[config.mk]
export PLATFORM = sky130hd
export DESIGN_NAME = request_queue_flat
export DESIGN_NICKNAME = d
export VERILOG_FILES = /design/src/rtl/request_queue_if.sv /design/src/rtl/request_queue.sv /design/src/flat_wrapper.sv
export SDC_FILE = /design/constraint.sdc
export NUM_CORES = 1
export LEC_CHECK = 0
export CORE_ASPECT_RATIO = 1.5
export CORE_MARGIN = 1
export CORE_UTILIZATION = 49
export CTS_CLUSTER_DIAMETER = 150
export CTS_CLUSTER_SIZE = 10
export DETAILED_ROUTE_END_ITERATION = 7
export PLACE_DENSITY_LB_ADDON = 0.3
export SLEW_MARGIN = 20
export SYNTH_ARGS = -nofsm -noshare
export SYNTH_HDL_FRONTEND = slang
export SYNTH_SLANG_ARGS = --single-unit
[constraint.sdc]
create_clock -name clk -period 9.22 [get_ports clk]
set_clock_uncertainty 0.2 [all_clocks]
set_input_delay 0.922 -clock clk [delete_from_list [all_inputs] [get_ports clk]]
set_output_delay 0.922 -clock clk [all_outputs]
set_load 0.02 [all_outputs]
[src/rtl/request_queue_if.sv]
// Parser/scheduler-facing signals of request_queue; slave is the queue's view, master the surrounding logic.
interface request_queue_if #(
  parameter int CNT_W = 5
);
  logic [67:0]      in_op;
  logic             queue_full;
  logic             queue_empty;
  logic [CNT_W-1:0] occupancy;
  logic             out_valid;
  logic             out_ready;
  logic [1:0]       out_opcode;
  logic [32:0]      out_address;
  logic [31:0]      out_time_cpu;
  logic [6:0]       out_age;
  logic             age_alarm;
  logic             overflow_err;

  modport slave (
    input  in_op, out_ready,
    output queue_full, queue_empty, occupancy, out_valid, out_opcode,
           out_address, out_time_cpu, out_age, age_alarm, overflow_err
  );

  modport master (
    output in_op, out_ready,
    input  queue_full, queue_empty, occupancy, out_valid, out_opcode,
           out_address, out_time_cpu, out_age, age_alarm, overflow_err
  );
endinterface

[src/rtl/request_queue.sv]
// In-order request FIFO between trace parser and DRAM scheduler with per-entry age tracking; head visible 1 cycle after push.
// Define REQUEST_QUEUE_STATS_EN to add push_count/pop_count ports.
module request_queue #(
  parameter int QUEUE_SIZE = 16,
  parameter int AGE_MAX    = 100,
  parameter int CNT_W      = $clog2(QUEUE_SIZE) + 1
) (
  input  logic            clk,
  input  logic            rst_n,
  request_queue_if.slave  rq
`ifdef REQUEST_QUEUE_STATS_EN
  ,
  output logic [31:0]     push_count,
  output logic [31:0]     pop_count
`endif
);

  localparam int PTR_W = $clog2(QUEUE_SIZE);

  typedef logic [1:0] parsed_op_t;
  typedef logic [6:0] age_counter_t;

  localparam parsed_op_t OP_NOP = 2'd0;
  localparam age_counter_t AGE_SAT = age_counter_t'(AGE_MAX);

  typedef struct packed {
    logic        op_ready_s;
    parsed_op_t  opcode;
    logic [32:0] address;
    logic [31:0] time_cpu;
  } parser_out_struct_t;

  typedef struct packed {
    parsed_op_t  opcode;
    logic [32:0] address;
    logic [31:0] time_cpu;
  } entry_t;

  parser_out_struct_t in_op;
  assign in_op = rq.in_op;

  logic [PTR_W-1:0] wr_ptr_q, wr_ptr_d;
  logic [PTR_W-1:0] rd_ptr_q, rd_ptr_d;
  logic [CNT_W-1:0] occ_q, occ_d;
  logic             ovf_q, ovf_d;
  logic             vld_q [QUEUE_SIZE];
  logic             vld_d [QUEUE_SIZE];
  age_counter_t     age_q [QUEUE_SIZE];
  age_counter_t     age_d [QUEUE_SIZE];
  entry_t           slot_q [QUEUE_SIZE];
  entry_t           slot_d [QUEUE_SIZE];

`ifdef REQUEST_QUEUE_STATS_EN
  logic [31:0] push_cnt_q, push_cnt_d;
  logic [31:0] pop_cnt_q, pop_cnt_d;
`endif

  logic out_valid;
  logic queue_full;
  logic push_req;
  logic pop;
  logic accept;

  assign out_valid  = (occ_q != '0);
  assign queue_full = (occ_q == CNT_W'(QUEUE_SIZE));

  always_comb begin
    push_req = in_op.op_ready_s && (in_op.opcode != OP_NOP);
    pop      = out_valid && rq.out_ready;
    // A full queue still takes a push when the head leaves in the same cycle.
    accept   = push_req && (!queue_full || pop);

    wr_ptr_d = accept ? wr_ptr_q + PTR_W'(1) : wr_ptr_q;
    rd_ptr_d = pop    ? rd_ptr_q + PTR_W'(1) : rd_ptr_q;
    occ_d    = occ_q + CNT_W'(accept) - CNT_W'(pop);
    ovf_d    = ovf_q | (push_req && !accept);

    for (int i = 0; i < QUEUE_SIZE; i++) begin
      vld_d[i]  = vld_q[i];
      slot_d[i] = slot_q[i];
      age_d[i]  = age_q[i];
      if (vld_q[i] && (age_q[i] != AGE_SAT)) begin
        age_d[i] = age_q[i] + age_counter_t'(1);
      end
    end

    if (pop) begin
      vld_d[rd_ptr_q] = 1'b0;
    end

    // Write after pop so a full-queue swap into the head slot restarts at age 0.
    if (accept) begin
      vld_d[wr_ptr_q]           = 1'b1;
      age_d[wr_ptr_q]           = '0;
      slot_d[wr_ptr_q].opcode   = in_op.opcode;
      slot_d[wr_ptr_q].address  = in_op.address;
      slot_d[wr_ptr_q].time_cpu = in_op.time_cpu;
    end

`ifdef REQUEST_QUEUE_STATS_EN
    push_cnt_d = accept ? push_cnt_q + 32'd1 : push_cnt_q;
    pop_cnt_d  = pop    ? pop_cnt_q  + 32'd1 : pop_cnt_q;
`endif
  end

  always_ff @(posedge clk) begin
    if (!rst_n) begin
      wr_ptr_q <= '0;
      rd_ptr_q <= '0;
      occ_q    <= '0;
      ovf_q    <= 1'b0;
      for (int i = 0; i < QUEUE_SIZE; i++) begin
        vld_q[i] <= 1'b0;
        age_q[i] <= '0;
      end
`ifdef REQUEST_QUEUE_STATS_EN
      push_cnt_q <= '0;
      pop_cnt_q  <= '0;
`endif
    end else begin
      wr_ptr_q <= wr_ptr_d;
      rd_ptr_q <= rd_ptr_d;
      occ_q    <= occ_d;
      ovf_q    <= ovf_d;
      for (int i = 0; i < QUEUE_SIZE; i++) begin
        vld_q[i] <= vld_d[i];
        age_q[i] <= age_d[i];
      end
`ifdef REQUEST_QUEUE_STATS_EN
      push_cnt_q <= push_cnt_d;
      pop_cnt_q  <= pop_cnt_d;
`endif
    end
  end

  // Payload storage needs no reset; validity comes from occupancy.
  always_ff @(posedge clk) begin
    for (int i = 0; i < QUEUE_SIZE; i++) begin
      slot_q[i] <= slot_d[i];
    end
  end

  always_comb begin
    rq.out_valid    = out_valid;
    rq.out_opcode   = OP_NOP;
    rq.out_address  = '0;
    rq.out_time_cpu = '0;
    rq.out_age      = '0;
    if (out_valid) begin
      rq.out_opcode   = slot_q[rd_ptr_q].opcode;
      rq.out_address  = slot_q[rd_ptr_q].address;
      rq.out_time_cpu = slot_q[rd_ptr_q].time_cpu;
      rq.out_age      = age_q[rd_ptr_q];
    end
  end

  assign rq.age_alarm    = out_valid && (age_q[rd_ptr_q] == AGE_SAT);
  assign rq.queue_full   = queue_full;
  assign rq.queue_empty  = (occ_q == '0);
  assign rq.occupancy    = occ_q;
  assign rq.overflow_err = ovf_q;

`ifdef REQUEST_QUEUE_STATS_EN
  assign push_count = push_cnt_q;
  assign pop_count  = pop_cnt_q;
`endif

endmodule
[src/flat_wrapper.sv]
// flat-port wrapper written by rule: the top's interface ports become plain ports
module request_queue_flat 
#(
  parameter int QUEUE_SIZE = 16,
  parameter int AGE_MAX    = 100,
  parameter int CNT_W      = $clog2(QUEUE_SIZE) + 1
)
  (clk, rst_n, rq_in_op, rq_out_ready, rq_queue_full, rq_queue_empty, rq_occupancy, rq_out_valid, rq_out_opcode, rq_out_address, rq_out_time_cpu, rq_out_age, rq_age_alarm, rq_overflow_err);
  request_queue_if #(.CNT_W(CNT_W)) rq_i ();
  input  logic clk;
  input  logic rst_n;
  input wire logic [$bits(rq_i.in_op)-1:0] rq_in_op;
  input wire logic [$bits(rq_i.out_ready)-1:0] rq_out_ready;
  output wire logic [$bits(rq_i.queue_full)-1:0] rq_queue_full;
  output wire logic [$bits(rq_i.queue_empty)-1:0] rq_queue_empty;
  output wire logic [$bits(rq_i.occupancy)-1:0] rq_occupancy;
  output wire logic [$bits(rq_i.out_valid)-1:0] rq_out_valid;
  output wire logic [$bits(rq_i.out_opcode)-1:0] rq_out_opcode;
  output wire logic [$bits(rq_i.out_address)-1:0] rq_out_address;
  output wire logic [$bits(rq_i.out_time_cpu)-1:0] rq_out_time_cpu;
  output wire logic [$bits(rq_i.out_age)-1:0] rq_out_age;
  output wire logic [$bits(rq_i.age_alarm)-1:0] rq_age_alarm;
  output wire logic [$bits(rq_i.overflow_err)-1:0] rq_overflow_err;
  assign rq_i.in_op = rq_in_op;
  assign rq_i.out_ready = rq_out_ready;
  assign rq_queue_full = rq_i.queue_full;
  assign rq_queue_empty = rq_i.queue_empty;
  assign rq_occupancy = rq_i.occupancy;
  assign rq_out_valid = rq_i.out_valid;
  assign rq_out_opcode = rq_i.out_opcode;
  assign rq_out_address = rq_i.out_address;
  assign rq_out_time_cpu = rq_i.out_time_cpu;
  assign rq_out_age = rq_i.out_age;
  assign rq_age_alarm = rq_i.age_alarm;
  assign rq_overflow_err = rq_i.overflow_err;
  request_queue #(.QUEUE_SIZE(QUEUE_SIZE), .AGE_MAX(AGE_MAX), .CNT_W(CNT_W)) u_core (.clk(clk), .rst_n(rst_n), .rq(rq_i));
endmodule
==> flow_summary.ini <==
[outcome]
status = finished clean

[routing]
remaining_drc_errors = 0
via_per_inst = 6.20
dr.pass1.iters = 5
final_antenna_net_count = 0
vias = 28700
drtIter0Drc = 3094
routed_wl_mm = 130
avgRoutedWirePerCell_um = 28.1

[cells_and_area]
nFillCells = 8107
multiInputGateArea_um2 = 15800
stdcell_area_um2 = 58800
drive_above_1_share = 0.182
final_nets = 3303
area_growth_pct = 12.7
seqCellArea_um2 = 35100

[worst_hold_path]
whs_path_depth = 1
min_path_type = flip-flop to flip-flop
worstHoldStart = u_core.rq.overflow_err
hold_end = u_core.rq.overflow_err

[timing]
holdWs_ps = 275
finalHoldViolCount = 0
setup-violations-final = 0
slew_headroom = 0.182
slew_viol_final = 0
setup_ws_ps = 3700
tightest_slew_ps = 1230
setup_tns_ps = 0
max_freq_ghz = 0.181
min_period_ps = 5520
period_share = 0.599
rsz0062_at_grt = no

[grt]
antenna_found_initial = 15
grt-busiest-layer = met2
grt_use_met2 = 0.412
grt_pass1_vias = 30000
use_met3 = 0.0459
grt_start_max_net_pins = 177
grt_pass1_wl_mm = 192
gr-total-overflow = 0
track_usage = 0.245
met1_usage = 0.319

[die]
die_h_um = 402
initial_core_util = 0.494
num_io_pins = 155
core.rowCount = 146
die_w_um = 268
core-area_um2 = 106000
dieArea_um2 = 108000

[placed_design]
dpl-instance-area_um2 = 54900
dp_hpwl_mm = 67.6
portBuffers = 154
place_ws_ps = 4450
place.gp.congestion = 0.824

[synth]
async_flop_share = 0
ys_seq_elements = 1218
synth_flop_cell = edfxtp_1
avgSynthCellArea_um2 = 16.9
synthMostInstantiatedCell = edfxtp_1
synth_edf_count = 1072
yosys-top-cells-count = edfxtp_1 (1072), and3_1 (408), mux4_2 (360)
yosysTopAreaCell = edfxtp_1
synth_area_um2 = 52100
syn_inst = 3077
seq_area_frac_synth = 0.673
synth_nets = 3194
ys_warn_count = 0
synthDistinctLibCells = 44
yosysTopAreaCellShare = 0.617
netlist_top_cells_area = edfxtp_1 (62%), mux4_2 (16%), dfxtp_1 (5.6%), and3_1 (4.9%), and2_1 (2.7%)

[critical_path]
r2r_cells = 6
path_class = flip-flop to primary output
critPathMaxStageDelay_ps = 840
crit_arrival_ps = 4400
cp-end-kind = primary output
r2r_slack_ps = 4750
crit_fanout = 176
critPathMostFrequentCell = mux4_2
cpMaxStageDelayCell = dfxtp_4
cp_cell_sequence = buf_12 > mux4_2 > mux4_2 > and2_1 > clkdlybuf4s50_1
reg2reg_from = u_core.wr_ptr_q[1]
reg2reg_to = u_core.slot_q[15][32]
critPathRequiredTime_ps = 8100
startpoint_type = flip-flop

[cts]
holdBufCountCts = 0
cts_buffer_depth = 3
cts_resized = 0
cts_root_buf = clkbuf_16
postCtsSetupBuffers = 0
cts_tree = done
path_clk_slew_ps = 60
cts-buffers-inserted = 139
ctsHtreeMaxLevel = 4
clkSinkCount = 1218
worstSkewPairLatency_ps = 740

[power]
leakagePower_nw = 20.4
power.density_nw_per_um2 = 235
vdd_drop_max_v = 0.000241
totalPowerFinal_w = 0.0138

[run]
maxCapViolCount = 0
## layout make-up
| type | instances | share of cell area |
|---|---|---|
| diodes | 6 | 0.000255 |
| clock buffers | 163 | 0.0629 |
| clock inverters | 8 | 0.00136 |
| inverters | 77 | 0.00585 |
| multi-input cells | 1554 | 0.269 |
| flip-flops and latches | 1218 | 0.598 |
| well taps | 1406 | 0.0299 |
| repair buffers | 196 | 0.0333 |
## cell usage in the layout (no fill, tap or decap), drive strengths merged, types with 2 or more instances in the layout
cell	n
edfxtp	1072
and3	408
mux4	360
and2	222
clkbuf	163
clkdlybuf4s50	154
nor2	152
dfxtp	146
inv	81
nand2	60
xor2	54
xnor2	51
ha	45
buf	42
nand4	39
o21ai	35
mux2i	23
a21boi	17
nand2b	16
nand4b	9
o211ai	9
nor2b	9
a22oi	8
a21oi	8
diode	6
nand4bb	6
a221oi	4
nand3	4
clkinv	4
or3	2
a21o	2
a22o	2
## worst max-delay path, delay by kind of cell, from the launching register on
family / cells / cell delay [ps]
buf+inv: 2 / 1330
flops: 1 / 840
mux: 2 / 920
simple gates: 1 / 220
## cell families (layout without fill, tap and decap cells)
logic type | after synthesis | count (layout) | share of synthesized area
fa+ha+maj | 46 | 46 | 0.0112
compound gates | 87 | 87 | 0.0106
xor+xnor | 105 | 105 | 0.0176
buf+inv | 305 | 444 | 0.0243
mux | 383 | 383 | 0.160
other cells | 0 | 6 | 0
flops | 1218 | 1218 | 0.673
simple gates | 933 | 933 | 0.103
## per-stage QoR
step,utilization,instances
3_3_place_gp,0.520,4448
5_1_grt,0.557,4625
4_1_cts,0.556,4619
2_1_floorplan,-,3077
3_5_place_dp,0.520,4448
6_report,0.557,4628
## metal layers
metal | vias up | routed length (µm) | share of wire
li1 | 12100 | - | -
met1 | 15000 | 50200 | 0.39
met2 | 1285 | 66800 | 0.51
met3 | 270 | 9390 | 0.072
met4 | 16 | 3580 | 0.028
met5 | - | 103 | 0.00079
## power by group
group          total (W)  leakage [nW]  switching [W]  internal [W]
clock network    0.00484          1.85        0.00205       0.00279
logic            0.00283          7.39        0.00147       0.00135
registers        0.00617          11.2      0.0000923       0.00608
## registers in the layout, summed over array words and instances, names as in the netlist, named ones only
signal and flops:
u_core.slot_q 1072, u_core.rq.overflow_err 1, u_core.wr_ptr_q 4, u_core.vld_q 16
u_core.rd_ptr_q 4, u_core.rq.occupancy 5, u_core.age_q 112
## worst max path at each step
stage                                     end  cells past startpoint  slack (ps)
after CTS                 rq_out_time_cpu[25]                      5        3650
after global routing             rq_age_alarm                      7        3530
final                      rq_out_address[16]                      5        3700
after global placement    rq_out_time_cpu[25]                      5        4480
after floorplan           u_core.slot_q[0][0]                      7        5570
after detailed placement  rq_out_time_cpu[25]                      5        4450
Note: power is estimated with default switching activity, not from simulation.
